`config.mk`:
```
export PLATFORM = sky130hd
export DESIGN_NAME = fetch_seq
export DESIGN_NICKNAME = d
export VERILOG_FILES = /design/src/rtl/fetch_seq_pkg.sv /design/src/rtl/sat_counter.sv /design/src/rtl/fetch_seq.sv
export SDC_FILE = /design/constraint.sdc
export NUM_CORES = 1
export LEC_CHECK = 0
export ABC_AREA = 1
export CORE_MARGIN = 2
export CORE_UTILIZATION = 60
export DETAILED_ROUTE_END_ITERATION = 16
export DONT_BUFFER_PORTS = 1
export HOLD_SLACK_MARGIN = 0.15
export PLACE_DENSITY = 0.76
export SYNTH_ARGS = -nofsm -noshare
export SYNTH_HDL_FRONTEND = slang
export SYNTH_HIERARCHICAL = 1
export SYNTH_SLANG_ARGS = --single-unit
```
`constraint.sdc`:
```
create_clock -name clk -period 4 [get_ports clk]
set_input_delay 0.8 -clock clk [delete_from_list [all_inputs] [get_ports clk]]
set_output_delay 0.8 -clock clk [all_outputs]
set_load 0.02 [all_outputs]
```
`src/rtl/fetch_seq_pkg.sv`:
```
// Fetch sequencer shared definitions.
// State encoding, default widths and drain length.
package fetch_seq_pkg;

  localparam int DATA_W_DEF  = 16;
  localparam int ADDR_W_DEF  = 8;
  localparam int DRAIN_DEF   = 4;
  localparam int STALL_W     = 16;

  typedef enum logic [2:0] {
    S_IDLE  = 3'd0,
    S_LOAD  = 3'd1,
    S_RUN   = 3'd2,
    S_DRAIN = 3'd3,
    S_HALT  = 3'd4
  } state_t;

endpackage

```
`src/rtl/sat_counter.sv`:
```
// Saturating up-counter with clear and enable.
// Ports: clk, rst, clr, en in; cnt out (holds at MAX).
module sat_counter #(
  parameter int           W   = 8,
  parameter logic [W-1:0] MAX = '1
) (
  input  logic         clk,
  input  logic         rst,
  input  logic         clr,
  input  logic         en,
  output logic [W-1:0] cnt
);

  always_ff @(posedge clk) begin
    if (rst || clr)
      cnt <= '0;
    else if (en && cnt != MAX)
      cnt <= cnt + W'(1);
  end

endmodule

```
`src/rtl/fetch_seq.sv`:
```
// Fetch sequencer: program load, run, drain, halt.
// Ports: start/stop, load stream, IM port, hazard ctrl, status.
module fetch_seq
  import fetch_seq_pkg::*;
#(
  parameter int DATA_WIDTH   = DATA_W_DEF,
  parameter int ADDR_WIDTH   = ADDR_W_DEF,
  parameter int DRAIN_CYCLES = DRAIN_DEF
) (
  input  logic                  clk,
  input  logic                  rst,
  input  logic                  start,
  input  logic                  stop,
  input  logic                  load_valid_i,
  input  logic                  load_last_i,
  input  logic [ADDR_WIDTH-1:0] load_addr_i,
  input  logic [DATA_WIDTH-1:0] load_data_i,
  output logic                  load_ready_o,
  input  logic [ADDR_WIDTH-1:0] if_addr_i,
  output logic [ADDR_WIDTH-1:0] im_addr_o,
  output logic                  im_rd_o,
  output logic                  im_wr_o,
  output logic [DATA_WIDTH-1:0] im_wdata_o,
  input  logic                  load_use_i,
  input  logic                  branch_taken_i,
  input  logic                  jump_i,
  output logic                  stallPC_o,
  output logic                  stallIF_ID_o,
  output logic                  flushIF_ID_o,
  output logic                  flushID_EX_o,
  output logic                  run_o,
  output logic [2:0]            state_o,
  output logic [ADDR_WIDTH:0]   load_cnt_o,
  output logic [STALL_W-1:0]    stall_cnt_o
);

  localparam int CW =
    (DRAIN_CYCLES > 1) ? $clog2(DRAIN_CYCLES) : 1;
  localparam logic [CW-1:0] DRAIN_LD =
    CW'(DRAIN_CYCLES - 1);
  localparam logic [ADDR_WIDTH:0] LOAD_MAX =
    {1'b1, {ADDR_WIDTH{1'b0}}};

  state_t        state_q;
  state_t        state_d;
  logic [CW-1:0] drain_q;

  logic in_load;
  logic in_run;
  logic in_drain;
  logic accept;
  logic hz_stall;
  logic hz_flush;
  logic load_enter;
  logic stall_inc;

  assign in_load  = (state_q == S_LOAD);
  assign in_run   = (state_q == S_RUN);
  assign in_drain = (state_q == S_DRAIN);

  // stop closes the loader port so no write
  // lands on the cycle LOAD is abandoned
  assign load_ready_o = in_load && !stop;
  assign accept       = load_valid_i && load_ready_o;

  // stop outranks hazards; load-use outranks redirect
  assign hz_stall = in_run && !stop && load_use_i;
  assign hz_flush = in_run && !stop && !load_use_i
                    && (branch_taken_i || jump_i);

  always_comb begin
    state_d = state_q;
    case (state_q)
      S_IDLE, S_HALT: begin
        if (load_valid_i)
          state_d = S_LOAD;
        else if (start)
          state_d = S_RUN;
      end
      S_LOAD: begin
        if (stop)
          state_d = S_IDLE;
        else if (accept && load_last_i)
          state_d = S_IDLE;
      end
      S_RUN: begin
        if (stop)
          state_d = S_DRAIN;
      end
      S_DRAIN: begin
        if (drain_q == '0)
          state_d = S_HALT;
      end
      default: state_d = S_IDLE;
    endcase
  end

  always_ff @(posedge clk) begin
    if (rst) begin
      state_q <= S_IDLE;
      drain_q <= '0;
    end else begin
      state_q <= state_d;
      if (in_run && stop)
        drain_q <= DRAIN_LD;
      else if (in_drain && drain_q != '0)
        drain_q <= drain_q - CW'(1);
    end
  end

  assign stallPC_o    = !in_run || hz_stall;
  assign stallIF_ID_o = hz_stall;
  assign flushID_EX_o = hz_stall;
  assign flushIF_ID_o = in_drain || hz_flush;

  assign im_addr_o  = in_load ? load_addr_i : if_addr_i;
  assign im_wdata_o = in_load ? load_data_i : '0;
  assign im_wr_o    = accept;
  assign im_rd_o    = in_run && !stallPC_o;

  assign run_o   = in_run;
  assign state_o = state_q;

  assign load_enter = !in_load && (state_d == S_LOAD);
  assign stall_inc  = hz_stall;

  sat_counter #(
    .W   (ADDR_WIDTH + 1),
    .MAX (LOAD_MAX)
  ) u_load_cnt (
    .clk (clk),
    .rst (rst),
    .clr (load_enter),
    .en  (accept),
    .cnt (load_cnt_o)
  );

  sat_counter #(
    .W   (STALL_W)
  ) u_stall_cnt (
    .clk (clk),
    .rst (rst),
    .clr (1'b0),
    .en  (stall_inc),
    .cnt (stall_cnt_o)
  );

endmodule

```
# Yosys cells after proc, flatten, opt, wreduce, memory -nomap -nowiden
# Index checks and enable logic that the tools add are counted.
totals:
  regBits: 30
  out_inout_bits: 60
classes:
  addsub: 3
  n_eq_ne: 7
  muxes: 11
  reduce_logical: 27
ops:
  columns: ["op", "n"]
  rows:
  - ["$mux 3", 6]
  - ["$add 16x1->16 const B", 1]
  - ["$mux 16", 1]
  - ["$ne 16x16->1 const B", 1]
  - ["$logic_and 1x1->1", 13]
  - ["$pmux 3 s4", 1]
  - ["$add 9x1->9 const B", 1]
  - ["$ne 9x9->1 const B", 1]
  - ["$mux 8", 1]
  - ["$eq 3x1->1 const B", 2]
  - ["$eq 3x2->1 const B", 2]
  - ["$logic_not 1->1", 5]
  - ["$logic_or 1x1->1", 4]
  - ["$mux 2", 2]
  - ["$reduce_bool 2->1", 2]
  - ["$eq 3x3->1 const B", 1]
  - ["$logic_not 3->1", 1]
  - ["$logic_not 2->1", 1]
  - ["$reduce_or 2->1", 1]
  - ["$sub 2x1->2 const B", 1]

# Logic depth before layout (Yosys ltp)
depth:
  depth_word: 10
  mapped_depth: 11
  ltp_nobuf: 11

# Modules after synthesis
# Netlist, hierarchy kept.
modules_own_cells:
  columns: ["module", "n_inst", "cells_per_inst", "area_each_um2"]
  rows:
  - ["sat_counter (u_stall_cnt)", 1, 149, 950.9]
  - ["fetch_seq", 1, 117, 641.9]
  - ["sat_counter (u_load_cnt)", 1, 72, 499.2]

# Least setup slack after synthesis
# No wires, ideal clock.
synth_timing:
  path_kind: "in2out"
  startpoint: "input port load_use_i"
  endpoint: "output port stallIF_ID_o"
  t_arrival_ps: 2004
  required_time_ps: 3200
  slack_ps: 1196
  cell_stages: 3
  path_cell_list: "inv_1 -> nor3_1 -> buf_4"
synth_via:
  elab_chain_cells: 1
synth_rtl:
  columns: ["element", "line_no", "rtl"]
  rows:
  - ["from (decl)", "fetch_seq.sv:24", "input logic load_use_i,"]
  - ["$logic_and 1x1->1", "fetch_seq.sv:67", "assign hz_stall = in_run && !stop && load_use_i;"]
  - ["to (decl)", "fetch_seq.sv:28", "output logic stallIF_ID_o,"]
# No other way between the ends.

# Worst setup path after layout
layout_timing:
  startpoint: "register state_q[0] (netlist: state_o[0])"
  endpoint: "output port im_wr_o"
layout_via:
  elab_chain_cells: 3
layout_rtl:
  columns: ["element", "line_no", "rtl"]
  rows:
  - ["from (decl)", "fetch_seq.sv:44", "state_t state_q;"]
  - ["from (signal assigned)", "fetch_seq.sv:103", "state_q <= state_d;"]
  - ["$eq 3x1->1", "fetch_seq.sv:57", "assign in_load = (state_q == S_LOAD);"]
  - ["$logic_and 1x1->1", "fetch_seq.sv:63", "assign load_ready_o = in_load && !stop;"]
  - ["$logic_and 1x1->1", "fetch_seq.sv:64", "assign accept = load_valid_i && load_ready_o;"]
  - ["to (decl)", "fetch_seq.sv:22", "output logic im_wr_o,"]
# No other way between the ends.

==> metrics.md <==
| Metric | Value |
|---|---|
| Power per cell area | `about 300 nW/um^2` |
| Critical path cell sequence | `nand3_4, nor3_2` |
| Fmax achieved | `about 360 MHz` |
| Final Max Tran Viols | `0` |
| Yosys top cell area share | `between 20 and 30%` |
| Total GRT Usage | `around 22%` |
| Diodes inserted | `0` |
| Detailed Place HPWL | `about 3400 um` |
| DRT iter0 DRCs | `around 120` |
| Sequential element share of the synthesized area | `28.71%` |
| Mapped Nets | `383` |
| Reg2reg start | `state_o[0]` |
| Commonest cells after routing, fill and taps aside | `nand2_1 (68), nor2_1 (67), inv_1 (59)` |
| Max stage delay on crit path | `~0.7 ns` |
| Row Count | `21` |
| Crit path launch | `state_o[0]` |
| Die height | `~63 um` |
| Hold Slack | `0.5118 ns` |
| Final Critical Period | `roughly 2.8 ns` |
| Top post-synthesis cells by area | `dfxtp_1 (29%), nand2_1 (12%), nor2_1 (12%), inv_1 (11%), nand3_1 (6.2%)` |
| Part of the cycle the worst path needs | `69.81%` |
| Final Non-Filler Cells | `just under 400` |
| Setup bufs post-CTS | `0` |
| Vias in the first global route | `1700` |
| Max Cap Viol | `0` |
| Layout Area Growth over Synthesis | `4.546%` |
| Initial antenna violation count | `0` |
| Tightest Pin Transition | `1.009 ns` |
| Cell area after synthesis | `approximately 2100 um^2` |
| Vias post-DR | `1981` |
| Antenna-violating nets left | `0` |
| #FFs+latches synth | `30` |
| DRT Pass-1 Iters | `4` |
| Area leader, netlist | `dfxtp_1` |
| Layout Nets | `between 300 and 400` |
| Wire length per cell | `11.41 um` |
| Critical Path RT | `about 3.2 ns` |
| Residual DRC | `0` |
| Post-synth EDFFs | `0` |
| CTS Root Buffer Type | `clkbuf_4` |
| CP max FO | `35` |
| Largest net degree at the start of global routing | `36` |
| Primary FF master, synth | `dfxtp_1` |
| GPL Wtd Cong | `roughly 0.83` |
| Die Wd | `about 63 um` |
| TNS Setup | `0 ns` |
| Post-CTS Resized | `0` |
| Port Buf Inserts | `0` |
| First-pass GRT wire length | `a little over 7000 um` |
| Worst skew pair latency | `0.34 ns` |
| Crit path max-delay cell type | `nor3_2` |
| Average size of a mapped cell | `slightly above 6 um^2` |
| Relative slew slack | `roughly a third` |
| Reg clk slew, reported paths | `~0.11 ns` |
| H-tree depth reported by CTS | `2` |
| Filler Cells Inserted | `between 300 and 400` |
| Final setup viols | `0` |
| Clk_skew | `around 0.014 ns` |
| Startpoint types | `flop` |
| RSZ-0062 raised after global routing | `no` |
| Clock tree from TritonCTS | `done` |
| Via/cell ratio | `~5` |
| Crit path kind | `reg2out` |
| Cells after Synth | `around 340` |
| CTS Buf Count | `5` |
| Ys async rst share | `0%` |
| Share of layout cells above drive strength 1 | `between 10 and 15%` |
| Buffer levels on the longest clock path | `2` |
| Die area | `between 3000 and 4000 um^2` |
| Worst hold path class | `reg2reg` |
| VDD IR max | `254.2 uV` |
| Synth Warn # | `6` |
| Initial Util | `62.69%` |
| Final Hold Viols | `0` |
| Commonest non-fill, non-tap cell in the layout | `nand2_1` |
| Final Util | `65.54%` |
| I/O pin cnt | `just over 100` |
| Critical Path AT | `just under 2 ns` |
| Outcome | `finished, final reports clean` |
| Clk sinks | `30` |
| Post-synth cell types | `31` |
| Placed Cells | `approximately 380` |
| Setup crit end kind | `output pin` |
| Core Box Area | `between 3000 and 4000 um^2` |
| Grt ovf | `0` |
| Leakage | `0.9895 nW` |
| Post-CTS Hold Buffers | `0` |
| Hold path start | `drain_q[0]` |
| Final WL | `4416 um` |
## per-stage QoR
step	setup slack [ns]	total power [mW]	area, um^2
6_report	1.208	0.6494	2187
5_1_grt	1.031	0.6824	2187
4_1_cts	1.176	0.6565	2187
3_5_place_dp	1.562	0.4192	2110
3_3_place_gp	1.598	0.4174	2110
2_1_floorplan	1.196	0.4133	2092
## cell families (layout without fill, tap and decap cells)
group,Yosys count,in the layout,synth area share [%]
buffers and inverters,70,73,13.99
and+or+nand+nor,194,194,43.84
DFF,30,30,28.71
other,1,1,0.1793
adders and majority gates,4,4,2.392
xor gates and xnor gates,2,2,0.8375
AOI/OAI and AO/OA,37,37,10.05
## Yosys cell counts, types with 2 or more instances
master / number
nand2_2: 7
dfxtp_1: 30
inv_2: 4
nor2_1: 67
xor2_1: 2
o21ai_2: 4
nand2_1: 68
o21ai_1: 7
nor2_4: 5
nand3_1: 26
buf_4: 4
o21ai_0: 3
a21oi_1: 19
ha_1: 4
nor2_2: 4
nand4_1: 5
buf_6: 2
nor3_4: 2
nor3_1: 4
inv_1: 59
nand3_2: 2
## registers in the layout (all words and copies together), names as in the netlist
| signal | count |
|---|---|
| drain_q | 2 |
| u_load_cnt/cnt | 9 |
| state_o | 3 |
| u_stall_cnt/cnt | 16 |
## report_power, final
part	switching (mW)	leakage [nW]	total (mW)	internal, mW
Clock	0.108	0.0450	0.238	0.129
Sequential	0.00824	0.242	0.310	0.302
Combinational	0.0782	0.702	0.101	0.0232
Total	0.195	0.989	0.649	0.455
## per-layer routing
metal | global-route usage [%] | part of all wire, %
met4 | 6.944 | 1.2
met2 | 38.16 | 49
met5 | 0 | 0
met1 | 26.12 | 43
met3 | 8.393 | 7.0
## worst max-delay path: cells and delay by family (launching register included)
| family | cells | cell delay (ns) |
|---|---|---|
| simple gates | 2 | 1.06 |
| flops | 1 | 0.59 |
## area by class of cell
| cell class | count | area (um^2) | share of cell area (%) |
|---|---|---|---|
| well taps | 46 | 57.56 | 2.632 |
| repair buffers | 1 | 7.507 | 0.3432 |
| multi-input cells | 238 | 1204 | 55.03 |
| clock buffers | 5 | 37.54 | 1.716 |
| inverters | 64 | 240.2 | 10.98 |
| clock inverters | 3 | 40.04 | 1.831 |
| flip-flops and latches | 30 | 600.6 | 27.46 |
## worst paths after layout
path | to | slack (ns) | cells past startpoint
setup / recovery | im_wr_o | 1.21 | 2
hold / removal | drain_q[0] | 0.51 | 2
setup reg to reg | u_load_cnt/cnt[7] | 1.58 | 7
hold reg to reg | drain_q[0] | 0.51 | 2
Power figures use the tool's default switching activity.
